**config.mk**
```make
export PLATFORM = sky130hd
export DESIGN_NAME = ped_request_unit
export DESIGN_NICKNAME = d
export VERILOG_FILES = /design/src/rtl/ped_request_unit.sv
export SDC_FILE = /design/constraint.sdc
export NUM_CORES = 1
export LEC_CHECK = 0
export CAP_MARGIN = 20
export CORE_UTILIZATION = 35
export CTS_CLUSTER_SIZE = 12
export DETAILED_ROUTE_END_ITERATION = 10
export GPL_ROUTABILITY_DRIVEN = 0
export GPL_TIMING_DRIVEN = 0
export PLACE_DENSITY = 0.59
export SLEW_MARGIN = 20
export SYNTH_ARGS = -nofsm -noshare
export SYNTH_HDL_FRONTEND = slang
export SYNTH_SLANG_ARGS = --single-unit
```
**constraint.sdc**
```tcl
create_clock -name clk -period 3.1 [get_ports clk]
set_input_delay 0.465 -clock clk [delete_from_list [all_inputs] [get_ports clk]]
set_output_delay 0.465 -clock clk [all_outputs]
set_load 0.005 [all_outputs]
```
**src/rtl/ped_request_unit.sv**
```systemverilog
// ped_request_unit: debounces the pedestrian button and holds a request toward the controller until walk is shown.
// Blinks the WAIT lamp while the request is pending and enforces a cooldown after each walk phase.
module ped_request_unit #(
    parameter int DEBOUNCE_CYCLES = 240000,
    parameter int BLINK_HALF = 6000000,
    parameter int COOLDOWN_CYCLES = 60000000
) (
    input  logic       clk,
    input  logic       rst,
    input  logic       btn_raw,
    input  logic       walk_active,
    output logic       req,
    output logic       wait_led,
    output logic [7:0] press_cnt
);
    localparam logic [1:0] IDLE = 2'd0, PENDING = 2'd1, SERVING = 2'd2, COOLDOWN = 2'd3;
    localparam logic [31:0] DEB_MAX = 32'(DEBOUNCE_CYCLES - 1);
    localparam logic [31:0] BLINK_MAX = 32'(BLINK_HALF - 1);
    localparam logic [31:0] COOL_LOAD = 32'(COOLDOWN_CYCLES);

    logic s1, s2, deb, deb_d, press;
    logic [1:0] state;
    logic [31:0] deb_cnt, blink_cnt, cool_cnt;

    assign press = deb & ~deb_d;

    always_ff @(posedge clk) begin
        if (rst) begin
            s1 <= 1'b0;
            s2 <= 1'b0;
            deb <= 1'b0;
            deb_d <= 1'b0;
            deb_cnt <= '0;
            blink_cnt <= '0;
            cool_cnt <= '0;
            state <= IDLE;
            req <= 1'b0;
            wait_led <= 1'b0;
            press_cnt <= '0;
        end else begin
            s1 <= btn_raw;
            s2 <= s1;
            deb_d <= deb;
            if (s2 == deb)
                deb_cnt <= '0;
            else if (deb_cnt == DEB_MAX) begin
                deb <= s2;
                deb_cnt <= '0;
            end else
                deb_cnt <= deb_cnt + 32'd1;
            // only presses seen in IDLE are counted, including one coinciding with walk
            if (press && state == IDLE && press_cnt != 8'hff)
                press_cnt <= press_cnt + 8'd1;
            case (state)
                IDLE: begin
                    if (walk_active)
                        state <= SERVING;
                    else if (press) begin
                        state <= PENDING;
                        req <= 1'b1;
                        wait_led <= 1'b1;
                        blink_cnt <= '0;
                    end
                end
                PENDING: begin
                    if (walk_active) begin
                        state <= SERVING;
                        req <= 1'b0;
                        wait_led <= 1'b0;
                    end else if (blink_cnt == BLINK_MAX) begin
                        wait_led <= ~wait_led;
                        blink_cnt <= '0;
                    end else
                        blink_cnt <= blink_cnt + 32'd1;
                end
                SERVING: begin
                    if (!walk_active) begin
                        state <= COOLDOWN;
                        cool_cnt <= COOL_LOAD;
                    end
                end
                default: begin
                    if (walk_active)
                        state <= SERVING;
                    else if (cool_cnt == '0)
                        state <= IDLE;
                    else
                        cool_cnt <= cool_cnt - 32'd1;
                end
            endcase
        end
    end
endmodule

```
==> impl_metrics.tcl, run 1 <==
set metrics [dict create \
    drv_slew 0 \
    clockRootBuffer "clkbuf_16" \
    cts_tree "built" \
    peakVddDrop_mv 0.730 \
    synthMuxAreaShare_pct 1.59 \
    syn_area_per_cell_sq_um 8.42 \
    timing.max_cap.violations 0 \
    hpwl_microns 9440 \
    outcome "finished clean" \
    wl_microns 13400 \
    synth_compound_area_share_pct 12.8 \
    synthXorXnorAreaFrac_pct 8.50 \
    finalClockSkew_ns 0.00595 \
    dp.cells 902 \
    fill_cells 1597 \
    cts_max_level 3 \
    grt_max_degree 17 \
    ys_seq_area_share_pct 39.6 \
    yosys.area_share.simple_pct 32.4 \
    cts_buffers 9 \
    final_antenna_net_count 0 \
    end_kind "flop" \
    cts_hold_buf 0 \
    drtIter0Drc 380 \
    pre_cts_slack_ns -0.0180 \
    rsz0062_at_grt "false" \
    setup_tns_ns 0 \
    multi_input_area_sq_mm 0.00326 \
    critPathKind "reg2reg" \
    cp.arrival_ns 3.15 \
    rows 46 \
    antennaDiodeCount 0 \
    cts.sinks 112 \
    path_clk_slew_ns 0.07 \
    core_sq_mm 0.0158 \
    timing.fmax_mhz 349 \
    pin_count 14 \
    syn_to_final_growth_pct 13.3 \
    wl_per_cell_microns 14.6 \
    drtPass1Iterations 5 \
    async_flop_share_pct 0 \
    die_y_microns 129 \
    die_w_microns 129 \
    synth_edf_count 0 \
    p_total_mw 5.50 \
    synth.cell_area_sq_mm 0.00567 \
    yosys_warnings 0 \
    hp-class "reg2reg" \
    startpoint_type "flop" \
    slew_headroom_pct 33.1 \
    synth_top_family_by_area "simple AND/OR/NAND/NOR gates" \
    drive_above_1_share_pct 6.84 \
    syn-num-nets 684 \
    synthAdderAreaFrac_pct 1.55 \
    powerDensity_mw_per_mm2 857 \
    ys_ff_latch 112 \
    crit_fanout 8 \
    finalNonFillerCells 918 \
    setup_viol 0 \
    grt_pass1_wl_microns 22800 \
    worstSkewPairLatency_ns 0.36 \
    drc 0 \
    via_per_inst 5.56 \
    num_vias 5102 \
    num-nets-final 708 \
    register_area_sq_mm 0.00224 \
    period_share_pct 92.4 \
    start_util_pct 35.8 \
    clock_path_buffers 2 \
    setup_ws_ns 0.236 \
    io_buffers 13 \
    grt_pass1_vias 4734 \
    worst_ep_required_time_ns 3.39 \
    leakage_nw 2.04 \
    tightest_slew_ns 0.994 \
    finalHoldViolations 0 \
    overflow 0 \
    ys_types 47 \
    finalCriticalPeriod_ns 2.86 \
    syn-instance-count 673 \
    synth_flop_cell "dfxtp_1" \
    track_usage_pct 17.0 \
    dieArea_sq_mm 0.0167 \
    grt_antenna_before_repair 0 \
]
[cell usage after synthesis, types with 2 or more instances]
cell / number / area, sq um
buf_6: 3 / 33.8
xor2_1: 34 / 298
o31ai_1: 25 / 188
or3_1: 27 / 169
nor2b_1: 3 / 18.8
inv_1: 20 / 75.1
and4_1: 6 / 52.6
nand2_1: 41 / 154
nor4b_1: 4 / 35.0
mux2i_1: 9 / 90.1
nand3_1: 30 / 150
a21oi_2: 10 / 87.6
o21ai_0: 16 / 80.1
or4_1: 33 / 248
a21oi_1: 28 / 140
nand4b_1: 4 / 35.0
xnor2_1: 21 / 184
a21o_1: 5 / 37.5
a31oi_1: 11 / 68.8
and3b_1: 2 / 17.5
nand2b_1: 8 / 50.1
or4b_2: 2 / 20.0
nor4_2: 2 / 25.0
o21bai_1: 2 / 15.0
o221ai_1: 2 / 17.5
nand3b_1: 2 / 15.0
nor4_1: 19 / 119
nand4_1: 29 / 181
nor3_1: 17 / 85.1
dfxtp_1: 112 / 2240
nor2_1: 82 / 308
o21ai_1: 4 / 20.0
or2_2: 8 / 50.1
and3_1: 11 / 68.8
clkbuf_1: 23 / 86.3
ha_1: 7 / 87.6
[cell families after synthesis]
| kind of cell | Yosys count |
|---|---|
| muxes | 9 |
| DFF | 112 |
| adders and majority gates | 7 |
| and+or+nand+nor | 333 |
| buffers and inverters | 47 |
| xor gates and xnor gates | 55 |
| AOI/OAI and AO/OA | 110 |
[path summary, 6_finish.rpt]
path                                       startpoint                        end  slack (ns)  cells after the start
worst min register to register          s1$_SDFF_PP0_              s2$_SDFF_PP0_        0.44                      1
worst max register to register  state[1]$_SDFFE_PP0P_  cool_cnt[11]$_SDFFE_PP0P_        0.24                      8
worst min-delay path                    s1$_SDFF_PP0_              s2$_SDFF_PP0_        0.44                      1
worst max-delay path            state[1]$_SDFFE_PP0P_  cool_cnt[11]$_SDFFE_PP0P_        0.24                      8
[report_power, final]
part	switching [mW]	total, mW	internal [mW]
sequential	0.197	1.82	1.63
combinational	1.54	2.43	0.896
clock	0.532	1.25	0.715
[registers in the layout, summed over array words and instances, names as in the netlist]
name       cells
deb_cnt       32
s2             1
deb_d          1
req            1
s1             1
deb            1
cool_cnt      32
press_cnt      8
blink_cnt     32
state          2
wait_led       1
[area by class of cell]
cell class	count	area share (%)
Multi-Input combinational cell	514	50.7
Sequential cell	112	34.9
Clock buffer	14	4.42
Tap cell	216	4.21
Timing Repair Buffer	13	2.03
Buffer	27	1.97
Inverter	20	1.17
Clock inverter	2	0.546
[cells in the final DEF (no fill, tap or decap), types with 7 or more instances in the layout]
cell type	synthesis	layout
ha_1	7	7
o31ai_1	25	24
or4_1	33	33
nand2b_1	8	8
or3_1	27	27
nand3_1	30	30
or2_2	8	8
inv_1	20	20
nand4_1	29	29
a21oi_2	10	10
o21ai_0	16	16
clkdlybuf4s50_1	0	13
xnor2_1	21	21
nand2_1	41	41
a21oi_1	28	27
xor2_1	34	34
nor4_1	19	19
dfxtp_1	112	112
mux2i_1	9	9
a31oi_1	11	11
nor2_1	82	82
nor3_1	17	16
clkbuf_1	23	23
clkbuf_16	0	9
and3_1	11	11
[per-layer routing]
metal	vias to the layer above	wire length [microns]	track usage, %
li1	2515	-	-
met1	2491	6310	21.7
met2	85	6390	27.9
met3	11	542	5.08
met4	0	136	4.50
met5	-	0	0
[worst max-delay path: stages (launching register included)]
cell and delay, ns:
dfxtp_1 0.40, inv_1 0.10, ha_1 0.19, clkbuf_1 0.22
nor3_2 0.49, nand3_1 0.26, or2_2 0.37, or4b_2 0.61
a21oi_1 0.15
[stage by stage]
| step | utilization (%) | area (sq um) | hold WS [ns] |
|---|---|---|---|
| global route | 40.6 | 6420 | 0.466 |
| floorplan | - | 5670 | 0.414 |
| detailed placement | 38.3 | 6070 | 0.429 |
| finish | 40.6 | 6420 | 0.442 |
| global placement | 38.3 | 6070 | 0.437 |
| CTS | 40.3 | 6380 | 0.445 |
[timing repair]
| action | 4_1_cts | 5_1_grt |
|---|---|---|
| hold endpoints to repair | 0 | 0 |
| resized for setup | 0 | 7 |
| setup endpoints to repair | 0 | 35 |
| buffers inserted | 0 | 0 |
(Power assumes the default switching activity.)
==> run 2: changes to the inputs <==
--- a/config.mk
+++ b/config.mk
@@ -11,8 +11,8 @@
 export DETAILED_ROUTE_END_ITERATION = 10
 export GPL_ROUTABILITY_DRIVEN = 0
 export GPL_TIMING_DRIVEN = 0
+export MAX_ROUTING_LAYER = met4
 export PLACE_DENSITY = 0.59
-export SLEW_MARGIN = 20
 export SYNTH_ARGS = -nofsm -noshare
 export SYNTH_HDL_FRONTEND = slang
 export SYNTH_SLANG_ARGS = --single-unit
==> run 2 against run 1 <==
Compared with the run above:
- clock power hardly changed
- global-route usage is 0.44 points higher
- clock skew hardly changed
- final cell count stayed put
- sequential power hardly changed
- critical endpoint unchanged
- via count hardly changed
- power hardly changed
- first-iteration DRC count is 6.3% lower
- wire length is 0.46% higher
- register-to-register slack hardly changed
- highest routed layer unchanged
- critical path depth stayed put
- largest cell class unchanged
==> impl_metrics.tcl, run 2 (synthesized netlist as in run 1, its figures left out) <==
set metrics [dict create \
    outcome "finished clean" \
    drv_slew 0 \
    worst_ep_required_time_ns 3.39 \
    hp-class "reg2reg" \
    num_vias 5101 \
    start_util_pct 35.8 \
    cts_tree "built" \
    grt_pass1_wl_microns 22700 \
    critPathKind "reg2reg" \
    multi_input_area_sq_mm 0.00326 \
    grt_max_degree 17 \
    setup_ws_ns 0.241 \
    path_buf_inv 2 \
    clock_path_buffers 2 \
    cts_buffers 9 \
    p_total_mw 5.50 \
    crit_fanout 8 \
    drive_above_1_share_pct 6.84 \
    path_cells "inv_1, ha_1, clkbuf_1, nor3_2, nand3_1, or2_2, or4b_2, a21oi_1" \
    syn_to_final_growth_pct 13.3 \
    final_antenna_net_count 0 \
    die_w_microns 129 \
    pin_count 14 \
    leakage_nw 2.04 \
    track_usage_pct 17.5 \
    tightest_slew_ns 0.997 \
    die_y_microns 129 \
    clockRootBuffer "clkbuf_16" \
    path_clk_slew_ns 0.07 \
    dp.cells 902 \
    antennaDiodeCount 0 \
    path_delay_family "simple AND/OR/NAND/NOR gates" \
    mostFrequentLayoutCells "dfxtp_1 (112), nor2_1 (82), nand2_1 (41)" \
    rows 46 \
    drtIter0Drc 356 \
    worstSkewPairLatency_ns 0.36 \
    grt_antenna_before_repair 0 \
    rsz0062_at_grt "false" \
    biggestRegsByFlops "blink_cnt (32), cool_cnt (32), deb_cnt (32)" \
    fill_cells 1597 \
    io_buffers 13 \
    cts_resized 0 \
    finalNonFillerCells 918 \
    cp.arrival_ns 3.15 \
    hpwl_microns 9440 \
    core_sq_mm 0.0158 \
    pre_cts_slack_ns -0.0180 \
    setup_viol 0 \
    wl_microns 13400 \
    finalClockSkew_ns 0.00546 \
    timing.max_cap.violations 0 \
    dieArea_sq_mm 0.0167 \
    num-nets-final 708 \
    setup_tns_ns 0 \
    period_share_pct 92.2 \
    grt_pass1_vias 4740 \
    startpoint_type "flop" \
    cpPeakStageDelay_ns 0.61 \
    cpMaxStageDelayCell "or4b_2" \
    drtPass1Iterations 4 \
    cts_hold_buf 0 \
    timing.fmax_mhz 350 \
    finalHoldViolations 0 \
    drc 0 \
    register_area_sq_mm 0.00224 \
    finalCriticalPeriod_ns 2.86 \
    post-cts-setup-buffers 0 \
    overflow 0 \
    powerDensity_mw_per_mm2 857 \
    wl_per_cell_microns 14.6 \
    via_per_inst 5.56 \
    cts_max_level 3 \
    final_common_cell "dfxtp_1" \
    cts.sinks 112 \
    end_kind "flop" \
    peakVddDrop_mv 0.731 \
    slew_headroom_pct 32.9 \
]
-- run 2: cell counts in the layout (fill, tap and decap cells not counted) --
Identical to the previous run, type by type.
-- run 2: path summary, 6_finish.rpt --
path / startpoint / to / slack (ns) / depth (start not counted)
worst max-delay path: state[1]$_SDFFE_PP0P_ / cool_cnt[11]$_SDFFE_PP0P_ / 0.24 / 8
worst min-delay path: s1$_SDFF_PP0_ / s2$_SDFF_PP0_ / 0.44 / 1
worst max register to register: state[1]$_SDFFE_PP0P_ / cool_cnt[11]$_SDFFE_PP0P_ / 0.24 / 8
worst min register to register: s1$_SDFF_PP0_ / s2$_SDFF_PP0_ / 0.44 / 1
-- run 2: per-layer routing --
layer | up-vias | track usage (%) | part of all wire (%) | routed length, microns
li1 | 2515 | - | - | -
met1 | 2503 | 21.6 | 47 | 6370
met2 | 71 | 28.0 | 48 | 6450
met3 | 12 | 4.46 | 3.6 | 482
met4 | 0 | 4.91 | 1.0 | 139
met5 | - | - | 0 | 0
-- run 2: stage by stage --
stage                     util (%)  area (sq um)  hold WS, ns
after CTS                     40.3          6380        0.445
after detailed placement      38.3          6070        0.429
after global placement        38.3          6070        0.437
final                         40.6          6420        0.442
after global routing          40.6          6420        0.466
after floorplan                  -          5670        0.414
-- run 2: area by class of cell --
class / count / share of cell area, %
Inverter: 20 / 1.17
Clock buffer: 14 / 4.42
Clock inverter: 2 / 0.546
Buffer: 27 / 1.97
Sequential cell: 112 / 34.9
Timing Repair Buffer: 13 / 2.03
Tap cell: 216 / 4.21
Multi-Input combinational cell: 514 / 50.7
-- run 2: where the power goes --
group,internal [mW],switching (mW),total [mW]
clock,0.715,0.538,1.25
combinational,0.896,1.53,2.43
sequential,1.63,0.197,1.82
total,3.24,2.27,5.50
==> run 3: changes to the inputs <==
--- a/config.mk
+++ b/config.mk
@@ -6,13 +6,12 @@
 export NUM_CORES = 1
 export LEC_CHECK = 0
 export CAP_MARGIN = 20
-export CORE_UTILIZATION = 35
+export CORE_UTILIZATION = 60
 export CTS_CLUSTER_SIZE = 12
 export DETAILED_ROUTE_END_ITERATION = 10
-export GPL_ROUTABILITY_DRIVEN = 0
 export GPL_TIMING_DRIVEN = 0
 export MAX_ROUTING_LAYER = met4
-export PLACE_DENSITY = 0.59
+export PLACE_DENSITY = 0.87
 export SYNTH_ARGS = -nofsm -noshare
 export SYNTH_HDL_FRONTEND = slang
 export SYNTH_SLANG_ARGS = --single-unit
==> run 3 against run 2 <==
Compared with the run above:
- combinational power decreased by 2%
- clock power decreased by 36%
- sequential cell count unchanged
- first-iteration DRC count decreased by 29%
- die area decreased by 41%
- maximum frequency increased by 0.26%
- global-route usage increased by 9.6 points
- via count about the same
- register-to-register slack about the same
- clock skew increased by 0.0092 ns
- non-clock buffer count unchanged
- wire length decreased by 5.9%
- highest routed layer unchanged
==> impl_metrics.tcl, run 3 (synthesized netlist as in run 1, its figures left out) <==
set metrics [dict create \
    outcome "finished clean" \
    drtPass1Iterations 5 \
    finalNonFillerCells 813 \
    critPathKind "reg2reg" \
    slew_headroom_pct 34.3 \
    p_clk_share_pct 15.9 \
    via_per_inst 6.28 \
    finalCriticalPeriod_ns 2.85 \
    overflow 0 \
    die_y_microns 99.2 \
    post-cts-setup-buffers 0 \
    seq_power_share_pct 36.4 \
    dieArea_sq_mm 0.00983 \
    timing.max_cap.violations 0 \
    cts_buffers 9 \
    grt_pass1_wl_microns 21300 \
    cpPeakStageDelay_ns 0.62 \
    setup_tns_ns 0 \
    path_cells "inv_1, ha_1, clkbuf_1, nor3_2, nand3_1, or2_2, or4b_2, a21oi_1" \
    grt_antenna_before_repair 0 \
    rsz0062_at_grt "false" \
    p_total_mw 5.01 \
    io_buffers 13 \
    period_share_pct 92.0 \
    combPwrFrac_pct 47.6 \
    peakVddDrop_mv 1.41 \
    biggestRegsByFlops "blink_cnt (32), cool_cnt (32), deb_cnt (32)" \
    timing.fmax_mhz 351 \
    path_clk_slew_ns 0.10 \
    syn_to_final_growth_pct 8.15 \
    setup_viol 0 \
    cts_tree "built" \
    worst_ep_required_time_ns 3.40 \
    cpMaxStageDelayCell "or4b_2" \
    hpwl_microns 9110 \
    core_sq_mm 0.00920 \
    dp.cells 797 \
    cp.arrival_ns 3.16 \
    worstSkewPairLatency_ns 0.38 \
    drive_above_1_share_pct 6.70 \
    num_vias 5105 \
    end_kind "flop" \
    antennaDiodeCount 0 \
    drc 0 \
    hp-class "reg2reg" \
    drtIter0Drc 251 \
    path_buf_inv 2 \
    wl_microns 12700 \
    mostFrequentLayoutCells "dfxtp_1 (112), nor2_1 (82), nand2_1 (41)" \
    rows 35 \
    cts.sinks 112 \
    final_common_cell "dfxtp_1" \
    grt_max_degree 19 \
    switching_power_mw 2.19 \
    die_w_microns 99.2 \
    pin_count 14 \
    powerDensity_mw_per_mm2 818 \
    clock_path_buffers 2 \
    final_antenna_net_count 0 \
    track_usage_pct 27.1 \
    power.share.switching_pct 43.7 \
    final_util_pct 66.6 \
    leakage_nw 1.96 \
    grt_pass1_vias 4778 \
    start_util_pct 61.6 \
    startpoint_type "flop" \
    tightest_slew_ns 0.984 \
    wl_per_cell_microns 15.6 \
    path_delay_family "simple AND/OR/NAND/NOR gates" \
    p_int_mw 2.82 \
    finalClockSkew_ns 0.0147 \
    cts_max_level 3 \
    num-nets-final 708 \
    clockRootBuffer "clkbuf_8" \
    finalWeightedCongestion 0.893 \
    finalHoldViolations 0 \
    drv_slew 0 \
    crit_fanout 8 \
]
run 3: metrics by stage:
| stage | hold WS (ns) | setup slack (ns) | area, sq um |
|---|---|---|---|
| after floorplan | 0.414 | 0.596 | 5670 |
| after global placement | 0.426 | -0.0383 | 5930 |
| after detailed placement | 0.435 | -0.0855 | 5930 |
| after CTS | 0.457 | 0.0917 | 6110 |
| after global routing | 0.477 | 0.0211 | 6130 |
| final | 0.450 | 0.249 | 6130 |
run 3: power groups by stage:
stage / logic [mW] / clock network (mW) / registers (mW)
2_1_floorplan: 1.87 / 0 / 1.80
3_3_place_gp: 2.25 / 0 / 1.83
3_5_place_dp: 2.34 / 0 / 1.85
4_1_cts: 2.36 / 0.805 / 1.82
5_1_grt: 2.60 / 0.859 / 1.86
6_report: 2.39 / 0.799 / 1.83
run 3: final timing paths:
| kind | startpoint | to | slack (ns) | cells past startpoint |
|---|---|---|---|---|
| setup / recovery | state[1]$_SDFFE_PP0P_ | cool_cnt[11]$_SDFFE_PP0P_ | 0.25 | 8 |
| hold / removal | s1$_SDFF_PP0_ | s2$_SDFF_PP0_ | 0.45 | 1 |
| setup reg to reg | state[1]$_SDFFE_PP0P_ | cool_cnt[11]$_SDFFE_PP0P_ | 0.25 | 8 |
| hold reg to reg | s1$_SDFF_PP0_ | s2$_SDFF_PP0_ | 0.45 | 1 |
run 3: area by class of cell:
class	count	area, sq um
Multi-Input combinational cell	514	3240
Clock inverter	5	38.8
Timing Repair Buffer	13	130
Clock buffer	11	131
Inverter	20	75.1
Sequential cell	112	2240
Buffer	27	126
Tap cell	111	139
Fill cell	761	3070
run 3: worst register-to-register path, cell delays in order, from the launching register on:
cell	delay, ns
dfxtp_1	0.41
inv_1	0.09
ha_1	0.18
clkbuf_1	0.20
nor3_2	0.50
nand3_1	0.27
or2_2	0.37
or4b_2	0.62
a21oi_1	0.15
run 3: routing by layer:
metal / routed length (microns) / part of all wire, % / global-route usage [%] / vias up
li1: - / - / - / 2523
met3: 481 / 3.8 / 5.13 / 25
met2: 6350 / 50 / 45.6 / 102
met1: 5630 / 44 / 33.2 / 2455
met5: 0 / 0 / - / -
met4: 198 / 1.6 / 8.03 / 0
run 3: what timing repair did:
item / in CTS / in global routing
endpoints found under the setup margin: 1 / 20
hold buffers: 0 / 0
hold endpoints to repair: 0 / 0
resized for setup: 1 / 5
